<file path="src/rtl/ising_pkg.sv">
// Shared FSM state encoding and sizing constants for the p-bit sweep scheduler.
package ising_pkg;

  localparam int unsigned MAX_COLORS = 8;
  localparam int unsigned MAX_SETTLE = 15;
  localparam int unsigned COLOR_W    = $clog2(MAX_COLORS);
  localparam int unsigned SETTLE_W   = $clog2(MAX_SETTLE + 1);

  typedef enum logic [2:0] {
    ST_IDLE,
    ST_RNG,
    ST_UPDATE,
    ST_SETTLE,
    ST_SAMPLE,
    ST_DONE
  } sweep_state_e;

endpackage

</file>
<file path="src/rtl/phase_timer.sv">
// Counts the settle cycles that follow each color update.
module phase_timer
  import ising_pkg::*;
#(
  parameter int unsigned SETTLE_CYCLES = 1
) (
  input  logic clk_i,
  input  logic rst_ni,
  input  logic en_i,
  output logic last_o
);

  localparam logic [SETTLE_W-1:0] LAST = SETTLE_W'((SETTLE_CYCLES > 0) ? SETTLE_CYCLES - 1 : 0);

  logic [SETTLE_W-1:0] cnt_q, cnt_d;

  // Count while enabled; restart from zero on the final cycle or when idle.
  always_comb begin
    cnt_d = '0;
    if (en_i && (cnt_q != LAST)) begin
      cnt_d = cnt_q + 1'b1;
    end
  end

  // Settle counter register.
  always_ff @(posedge clk_i or negedge rst_ni) begin
    if (!rst_ni) begin
      cnt_q <= '0;
    end else begin
      cnt_q <= cnt_d;
    end
  end

  assign last_o = en_i && (cnt_q == LAST);

endmodule

</file>
<file path="src/rtl/color_sweep_scheduler.sv">
// Sequences graph-colored p-bit updates: per color an RNG advance, an update
// strobe and optional settle time; samples the spins every N sweeps.
module color_sweep_scheduler
  import ising_pkg::*;
#(
  parameter int unsigned NUM_COLORS    = 2,
  parameter int unsigned SETTLE_CYCLES = 1,
  parameter int unsigned SWEEP_W       = 16
) (
  input  logic                  sample_clk,
  input  logic                  rst_n,
  input  logic                  start,
  input  logic                  stop,
  input  logic [SWEEP_W-1:0]    num_sweeps,
  input  logic [7:0]            sample_interval,
  output logic                  rng_adv,
  output logic [NUM_COLORS-1:0] color_en,
  output logic                  sample_valid,
  input  logic                  sample_ready,
  output logic                  busy,
  output logic                  done,
  output logic [SWEEP_W-1:0]    sweep_count
);

  localparam logic [COLOR_W-1:0] C_LAST = COLOR_W'(NUM_COLORS - 1);

  sweep_state_e        state_q, state_d;
  logic [COLOR_W-1:0]  c_q, c_d;
  logic [SWEEP_W-1:0]  sweep_q, sweep_d;
  logic [SWEEP_W-1:0]  nsweeps_q, nsweeps_d;
  logic [7:0]          intv_q, intv_d;
  logic [7:0]          icnt_q, icnt_d;
  logic                stop_q, stop_d;
  logic                settle_last;
  logic                phase_exit;
  logic [SWEEP_W-1:0]  sweep_inc;
  logic [7:0]          intv_eff;

  phase_timer #(
    .SETTLE_CYCLES(SETTLE_CYCLES)
  ) u_phase_timer (
    .clk_i (sample_clk),
    .rst_ni(rst_n),
    .en_i  (state_q == ST_SETTLE),
    .last_o(settle_last)
  );

  assign sweep_inc = sweep_q + 1'b1;
  assign intv_eff  = (sample_interval == 8'd0) ? 8'd1 : sample_interval;
  assign phase_exit = ((state_q == ST_UPDATE) && (SETTLE_CYCLES == 0)) ||
                      ((state_q == ST_SETTLE) && settle_last);

  // Next-state logic; the phase exit is handled after the case because it can
  // originate from either UPDATE or SETTLE depending on SETTLE_CYCLES.
  always_comb begin
    state_d   = state_q;
    c_d       = c_q;
    sweep_d   = sweep_q;
    nsweeps_d = nsweeps_q;
    intv_d    = intv_q;
    icnt_d    = icnt_q;
    stop_d    = stop_q | ((state_q != ST_IDLE) && stop);

    unique case (state_q)
      ST_IDLE: begin
        if (start) begin
          state_d   = ST_RNG;
          c_d       = '0;
          sweep_d   = '0;
          nsweeps_d = num_sweeps;
          intv_d    = intv_eff;
          icnt_d    = intv_eff;
          stop_d    = stop;
        end
      end
      ST_RNG:    state_d = ST_UPDATE;
      ST_UPDATE: if (SETTLE_CYCLES != 0) state_d = ST_SETTLE;
      ST_SETTLE: ;
      ST_SAMPLE: begin
        if (sample_ready) begin
          c_d = '0;
          if (((nsweeps_q != '0) && (sweep_q == nsweeps_q)) || stop_q || stop) begin
            state_d = ST_DONE;
          end else begin
            state_d = ST_RNG;
          end
        end
      end
      ST_DONE: begin
        state_d = ST_IDLE;
        stop_d  = 1'b0;
      end
      default: state_d = ST_IDLE;
    endcase

    if (phase_exit) begin
      if (c_q != C_LAST) begin
        c_d     = c_q + 1'b1;
        state_d = ST_RNG;
      end else begin
        sweep_d = sweep_inc;
        c_d     = '0;
        if (icnt_q <= 8'd1) begin
          icnt_d  = intv_q;
          state_d = ST_SAMPLE;
        end else begin
          icnt_d = icnt_q - 8'd1;
          if (((nsweeps_q != '0) && (sweep_inc == nsweeps_q)) || stop_q || stop) begin
            state_d = ST_DONE;
          end else begin
            state_d = ST_RNG;
          end
        end
      end
    end
  end

  // State and run-context registers.
  always_ff @(posedge sample_clk or negedge rst_n) begin
    if (!rst_n) begin
      state_q   <= ST_IDLE;
      c_q       <= '0;
      sweep_q   <= '0;
      nsweeps_q <= '0;
      intv_q    <= '0;
      icnt_q    <= '0;
      stop_q    <= 1'b0;
    end else begin
      state_q   <= state_d;
      c_q       <= c_d;
      sweep_q   <= sweep_d;
      nsweeps_q <= nsweeps_d;
      intv_q    <= intv_d;
      icnt_q    <= icnt_d;
      stop_q    <= stop_d;
    end
  end

  // Moore outputs decoded from the current state.
  always_comb begin
    rng_adv      = (state_q == ST_RNG);
    sample_valid = (state_q == ST_SAMPLE);
    busy         = (state_q != ST_IDLE);
    done         = (state_q == ST_DONE);
    color_en     = '0;
    for (int unsigned i = 0; i < NUM_COLORS; i++) begin
      color_en[i] = (state_q == ST_UPDATE) && (c_q == COLOR_W'(i));
    end
  end

  assign sweep_count = sweep_q;

endmodule

</file>
<file path="config.mk">
export PLATFORM = sky130hd
export DESIGN_NAME = color_sweep_scheduler
export DESIGN_NICKNAME = d
export VERILOG_FILES = /design/src/rtl/ising_pkg.sv /design/src/rtl/phase_timer.sv /design/src/rtl/color_sweep_scheduler.sv
export SDC_FILE = /design/constraint.sdc
export NUM_CORES = 1
export LEC_CHECK = 0
export BUFFER_PORTS_ARGS = -buffer_cell sky130_fd_sc_hd__buf_2
export CAP_MARGIN = 20
export CORE_MARGIN = 5
export CORE_UTILIZATION = 35
export CTS_BUF_LIST = sky130_fd_sc_hd__clkbuf_16
export DETAILED_ROUTE_END_ITERATION = 16
export PLACE_DENSITY = 0.63
export SLEW_MARGIN = 20
export SYNTH_ARGS = -nofsm -noshare
export SYNTH_HDL_FRONTEND = slang
export SYNTH_SLANG_ARGS = --single-unit
</file>
<file path="constraint.sdc">
create_clock -name sample_clk -period 5 [get_ports sample_clk]
set_input_delay 0.25 -clock sample_clk [delete_from_list [all_inputs] [get_ports sample_clk]]
set_output_delay 0.25 -clock sample_clk [all_outputs]
set_load 0.005 [all_outputs]
</file>
### Word-level counts from Yosys, hierarchy flattened

Index checks and enable logic that the tools add are counted.

* add/subtract/negate cells: 4
* $lt $le $gt $ge: 1
* eq/ne operators: 12
* muxes and demuxes: 26
* bitwise operators: 1
* reduce and logical (&&, ||, !) cells: 23

Operators by type and width (count)
* 2-to-1 mux 16 bit: 4
* 2-to-1 mux 8 bit: 6
* 2-to-1 mux 3 bit: 11
* equality test 16 bit: 2
* adder 16 x 1 -> 16 bit (second input constant): 1
* nonzero test 16 bit: 1
* case mux 3 bit (5 select lines): 1
* less-or-equal comparator 8 x 1 -> 1 bit (second input constant): 1
* logical AND 1 bit: 8
* logical NOT 8 bit: 1
* subtractor 8 x 1 -> 8 bit (second input constant): 1
* equality test 3 x 1 -> 1 bit (second input constant): 2
* equality test 3 x 2 -> 1 bit (second input constant): 2
* equality test 3 bit (second input constant): 2
* logical NOT 3 bit: 2
* inequality test 3 x 1 -> 1 bit (second input constant): 2
* case mux 3 bit (2 select lines): 1
* AND reduction 3 bit: 2
* nonzero test 3 bit: 2
* adder 4 x 1 -> 4 bit (second input constant): 1
* logical NOT 4 bit: 1
* logical OR 1 bit: 4
* 2-to-1 mux 4 bit: 1
* nonzero test 4 bit: 1
* other kinds (7): 7

* register bits after elaboration: 59
* output and inout bits: 22
* logic and storage cells: 75

### Logic depth before layout (Yosys ltp)

* word-level depth: 9
* mapped depth: 10
* depth with buffers taken out: 8

### Cells and area by module

A second synthesis with hierarchy kept.

* cell total of the unflattened synthesis: 402
* area, all modules: 3442.1 µm²

By module, submodules not included
* color_sweep_scheduler: times used 1, cells each 382, area an instance 3221.8 µm²
* phase_timer: times used 1, cells each 20, area an instance 220.2 µm²

### Worst setup path after synthesis

No wires, ideal clock.

* kind: register to register
* start: register sweep_q[0] (netlist: sweep_count[0])
* end: register state_q[2]
* setup time: 0.077 ns
* arrival time: 2.087 ns
* required time: 4.923 ns
* setup slack: 2.836 ns
* stages on the path, launching flop included: 9
* buffers on the path: 1
* clock period less this slack: 2.164 ns
* path through: dfrtp_1 > ha_1 > nand3_1 > buf_2 > nor3_1 > xnor2_1 > o2111ai_1 > or4_1 > a21oi_1

* longest elaborated chain between the ends: 9

RTL lines
* from (decl): line color_sweep_scheduler.sv:29 `logic [SWEEP_W-1:0] sweep_q, sweep_d;`
* from (signal assigned): line color_sweep_scheduler.sv:131 `sweep_q <= sweep_d;`
* adder 16 x 1 -> 16 bit: line color_sweep_scheduler.sv:48 `assign sweep_inc = sweep_q + 1'b1;`
* equality test 16 bit: line color_sweep_scheduler.sv:108 `if (((nsweeps_q != '0) && (sweep_inc == nsweeps_q)) || stop_q || stop) begin`
* logical AND 1 bit: line color_sweep_scheduler.sv:108
* logical OR 1 bit (2 in series): line color_sweep_scheduler.sv:108
* 2-to-1 mux 3 bit: line color_sweep_scheduler.sv:108
* 2-to-1 mux 3 bit: line color_sweep_scheduler.sv:103 `if (icnt_q <= 8'd1) begin`
* 2-to-1 mux 3 bit: line color_sweep_scheduler.sv:97 `if (c_q != C_LAST) begin`
* 2-to-1 mux 3 bit *: line color_sweep_scheduler.sv:96 `if (phase_exit) begin`
* to (signal assigned): line color_sweep_scheduler.sv:129 `state_q <= state_d;`
* to (decl): line color_sweep_scheduler.sv:27 `sweep_state_e state_q, state_d;`

Mark *: on every way between the ends. The rest lies on a longest branch, timed or not. The select of a mux whose other input is x is not followed.
A chain may end at the register's enable or synchronous reset.

### Worst setup path after layout

* start: register u_phase_timer.cnt_q[0]
* end: register sweep_q[7] (netlist: sweep_count[7])

* longest elaborated chain between the ends: 4

RTL lines
* from (decl): line phase_timer.sv:15 `logic [SETTLE_W-1:0] cnt_q, cnt_d;`
* from (signal assigned): line phase_timer.sv:30 `cnt_q <= cnt_d;`
* logical NOT 4 bit: line phase_timer.sv:34 `assign last_o = en_i && (cnt_q == LAST);`
* logical AND 1 bit: line phase_timer.sv:34
* logical AND 1 bit: line color_sweep_scheduler.sv:51 `((state_q == ST_SETTLE) && settle_last);`
* 2-to-1 mux 16 bit: line color_sweep_scheduler.sv:96
* net sweep_d[7]: line color_sweep_scheduler.sv:29

The timed path passes the listed nets, and every way through them passes these cells.

==> impl_metrics.py <==
metrics = {
    "cells_and_area": {
        "areaGrowthSynthToFinish_pct": 18.7,
        "nets": 487,
        "design_area_mm2": 0.00410,
        "diodes": 0,
        "drive_gt1_frac": 0.159,
        "fin_cells": 591,
    },
    "timing": {
        "fin_crit_ns": 2.74,
        "holdWs_ns": 0.0623,
        "hold_viol": 0,
        "slew_headroom": 0.337,
        "worst_pin_slew_ns": 0.995,
        "rsz0062_at_grt": "false",
        "finalCritPeriodShare": 0.549,
        "fmax_ghz": 0.364,
        "fin_skew_ns": 0.00955,
        "finalMaxSlewViolations": 0,
        "layout_setup_ws_ns": 2.26,
        "fin_tns_setup_ns": 0,
        "setup_violations": 0,
    },
    "place": {
        "post-place-cells": 575,
        "place_hpwl_um": 6240,
        "place_congestion": 0.914,
        "io_buffers": 50,
        "post_dp_cell_area_mm2": 0.00379,
        "dp_slack_ns": 2.25,
    },
    "drt": {
        "drc": 0,
        "post_drt_via_cell_ratio": 5.15,
        "totalWireLength_um": 8700,
        "ant_nets": 0,
        "vias": 3046,
        "drt-pass1-iter-count": 4,
        "wl_per_cell_um": 14.7,
        "drt_iter0_drc": 162,
    },
    "power_and_ir_drop": {
        "seq_power_share": 0.371,
        "p_clk_frac": 0.295,
        "p_per_area_mw_per_mm2": 533,
        "p_int_mw": 1.37,
        "power_leakage_nw": 1.95,
        "p_sw_frac": 0.372,
        "switchingPower_uw": 813,
        "max-vdd-ir-drop_mv": 0.197,
        "pwr-share-comb": 0.334,
    },
    "cts": {
        "cts.sinks": 59,
        "clockRootBuffer": "clkbuf_16",
        "cts_hold_buf": 0,
        "clk_latency_ns": 0.33,
        "clk_pin_slew_ns": 0.06,
        "ctsResizeCount": 0,
        "htree_levels": 3,
        "post_cts_buffers": 0,
        "cts.path.max_buffers": 2,
        "cts_tree": "done",
        "cts_made_buffers": 9,
    },
    "synth": {
        "synthArstFlopShare": 1.00,
        "avgSynthCellArea_um2": 8.43,
        "synth_cell_types": 51,
        "seq_area_frac_synth": 0.427,
        "synth_seq_cells": 59,
        "yosys.area.top_type": "dfrtp_1",
        "synth_edf_count": 0,
        "yosys-top-cells-area": "dfrtp_1 (43%), nand2_1 (12%), xor2_1 (4.6%), xnor2_1 (3.8%), nor2_1 (3.5%)",
        "syn_nets": 444,
        "ys_dominant_reg_cell": "dfrtp_1",
        "mappedNetlistArea_mm2": 0.00346,
        "yosys_warnings": 0,
        "synthCells": 410,
        "synth_top_area_frac": 0.427,
    },
    "die": {
        "ioPinCount": 51,
        "die_w_um": 109,
        "core-area_mm2": 0.00968,
        "start_util": 0.357,
        "die_h_um": 109,
        "rows": 36,
        "die_area_mm2": 0.0120,
    },
    "worst_setup_path": {
        "critical_path.cell_chain": "inv_1 -> ha_1 -> or3b_1 -> nor3_2 -> nor2_1 -> o21ai_0 -> o21ai_0",
        "cp-start-kind": "flip-flop",
        "rr_worst_depth": 7,
        "max_stage_delay_ns": 0.76,
        "cp-end-kind": "flip-flop",
        "crit_top_cell": "o21ai_0",
        "critPathSlowestCell": "nor3_2",
        "r2r_slack_ns": 2.26,
        "r2r-start": "u_phase_timer.cnt_q[0]",
        "r2r_end": "sweep_count[7]",
        "critPathTopFamily": "simple AND/OR/NAND/NOR gates",
        "critPathKind": "flip-flop to flip-flop",
        "cp.arrival_ns": 2.95,
        "crit_buf_inv": 1,
        "path_max_fanout": 13,
        "cp.required_ns": 5.20,
    },
    "grt": {
        "grt_pass1_wl_um": 14500,
        "grt_pass1_vias": 2944,
        "grtUsageTotal": 0.156,
        "antenna_found_initial": 0,
        "overflow": 0,
        "grt_max_degree": 60,
    },
    "min_path": {
        "hp-class": "input pin to async pin",
    },
    "run_status": {
        "status": "completed",
    },
    "flow_run": {
        "drv_cap": 0,
    },
}
cell usage after synthesis (all sizes together) (3+ instances only):
master and n:
nand2 110, dfrtp 59, nor2 32, o21ai 20, nand3 18, xor2 18, nor4 17, xnor2 15
a21oi 12, clkbuf 12, buf 9, nor3 9, inv 8, o211ai 7, nand4 6, ha 5
mux2i 5, nand2b 4, nor2b 4, or3 4, or3b 4, a31oi 3, and3 3
final cells by class:
| class | instances | area [um2] |
|---|---|---|
| Sequential cell | 59 | 1480 |
| Timing Repair Buffer | 53 | 273 |
| Fill cell | 977 | 5580 |
| Clock buffer | 9 | 225 |
| Tap cell | 133 | 166 |
| Multi-Input combinational cell | 322 | 1850 |
| Clock inverter | 7 | 83.8 |
| Inverter | 8 | 30.0 |
cell families after synthesis:
family / after synthesis / synth area share
and+or+nand+nor: 220 / 0.304
muxes: 5 / 0.0145
AOI/OAI and AO/OA: 58 / 0.108
buffers and inverters: 29 / 0.0384
adders and majority gates: 5 / 0.0181
xor gates and xnor gates: 34 / 0.0905
DFF: 59 / 0.427
through the flow:
stage | total power [mW] | util
detailed placement | 1.55 | 0.392
global placement | 1.52 | 0.391
floorplan | 1.35 | -
finish | 2.19 | 0.424
global route | 2.36 | 0.424
CTS | 2.20 | 0.424
power groups by stage:
| stage | clock (mW) | sequential, mW | combinational (mW) |
|---|---|---|---|
| 6_report | 0.646 | 0.810 | 0.730 |
| 5_1_grt | 0.682 | 0.838 | 0.842 |
| 4_1_cts | 0.660 | 0.809 | 0.736 |
| 3_5_place_dp | 0 | 0.816 | 0.734 |
| 3_3_place_gp | 0 | 0.809 | 0.711 |
| 2_1_floorplan | 0 | 0.747 | 0.601 |
sequential cells by signal (all words and copies together), names as in the netlist:
| name | count |
|---|---|
| u_phase_timer.cnt_q | 4 |
| c_q | 3 |
| stop_q | 1 |
| sweep_count | 16 |
| nsweeps_q | 16 |
| intv_q | 8 |
| state_q | 3 |
| icnt_q | 8 |
worst max path at each step:
stage | start | end | slack, ns | cells after the start
after floorplan | sweep_count[0] | state_q[2] | 2.84 | 8
after global placement | u_phase_timer.cnt_q[0] | sweep_count[15] | 2.36 | 7
after detailed placement | u_phase_timer.cnt_q[0] | sweep_count[15] | 2.25 | 7
after CTS | u_phase_timer.cnt_q[0] | sweep_count[15] | 2.28 | 7
after global routing | u_phase_timer.cnt_q[0] | icnt_q[0] | 2.02 | 7
final | u_phase_timer.cnt_q[0] | sweep_count[7] | 2.26 | 7
cell usage in the layout (no fill, tap or decap), drive strengths merged, types with 9 or more instances in the layout:
cell type,n
a21oi,12
buf,53
clkbuf,9
dfrtp,59
inv,9
nand2,110
nand3,18
nor2,32
nor3,9
nor4,17
o21ai,20
xnor2,15
xor2,18
routing by layer:
metal / wire, um / global-route usage
met1: 4170 / 0.217
met2: 3860 / 0.228
met3: 538 / 0.0417
met4: 122 / 0.0641
met5: 0 / 0
(Power assumes the default switching activity.)
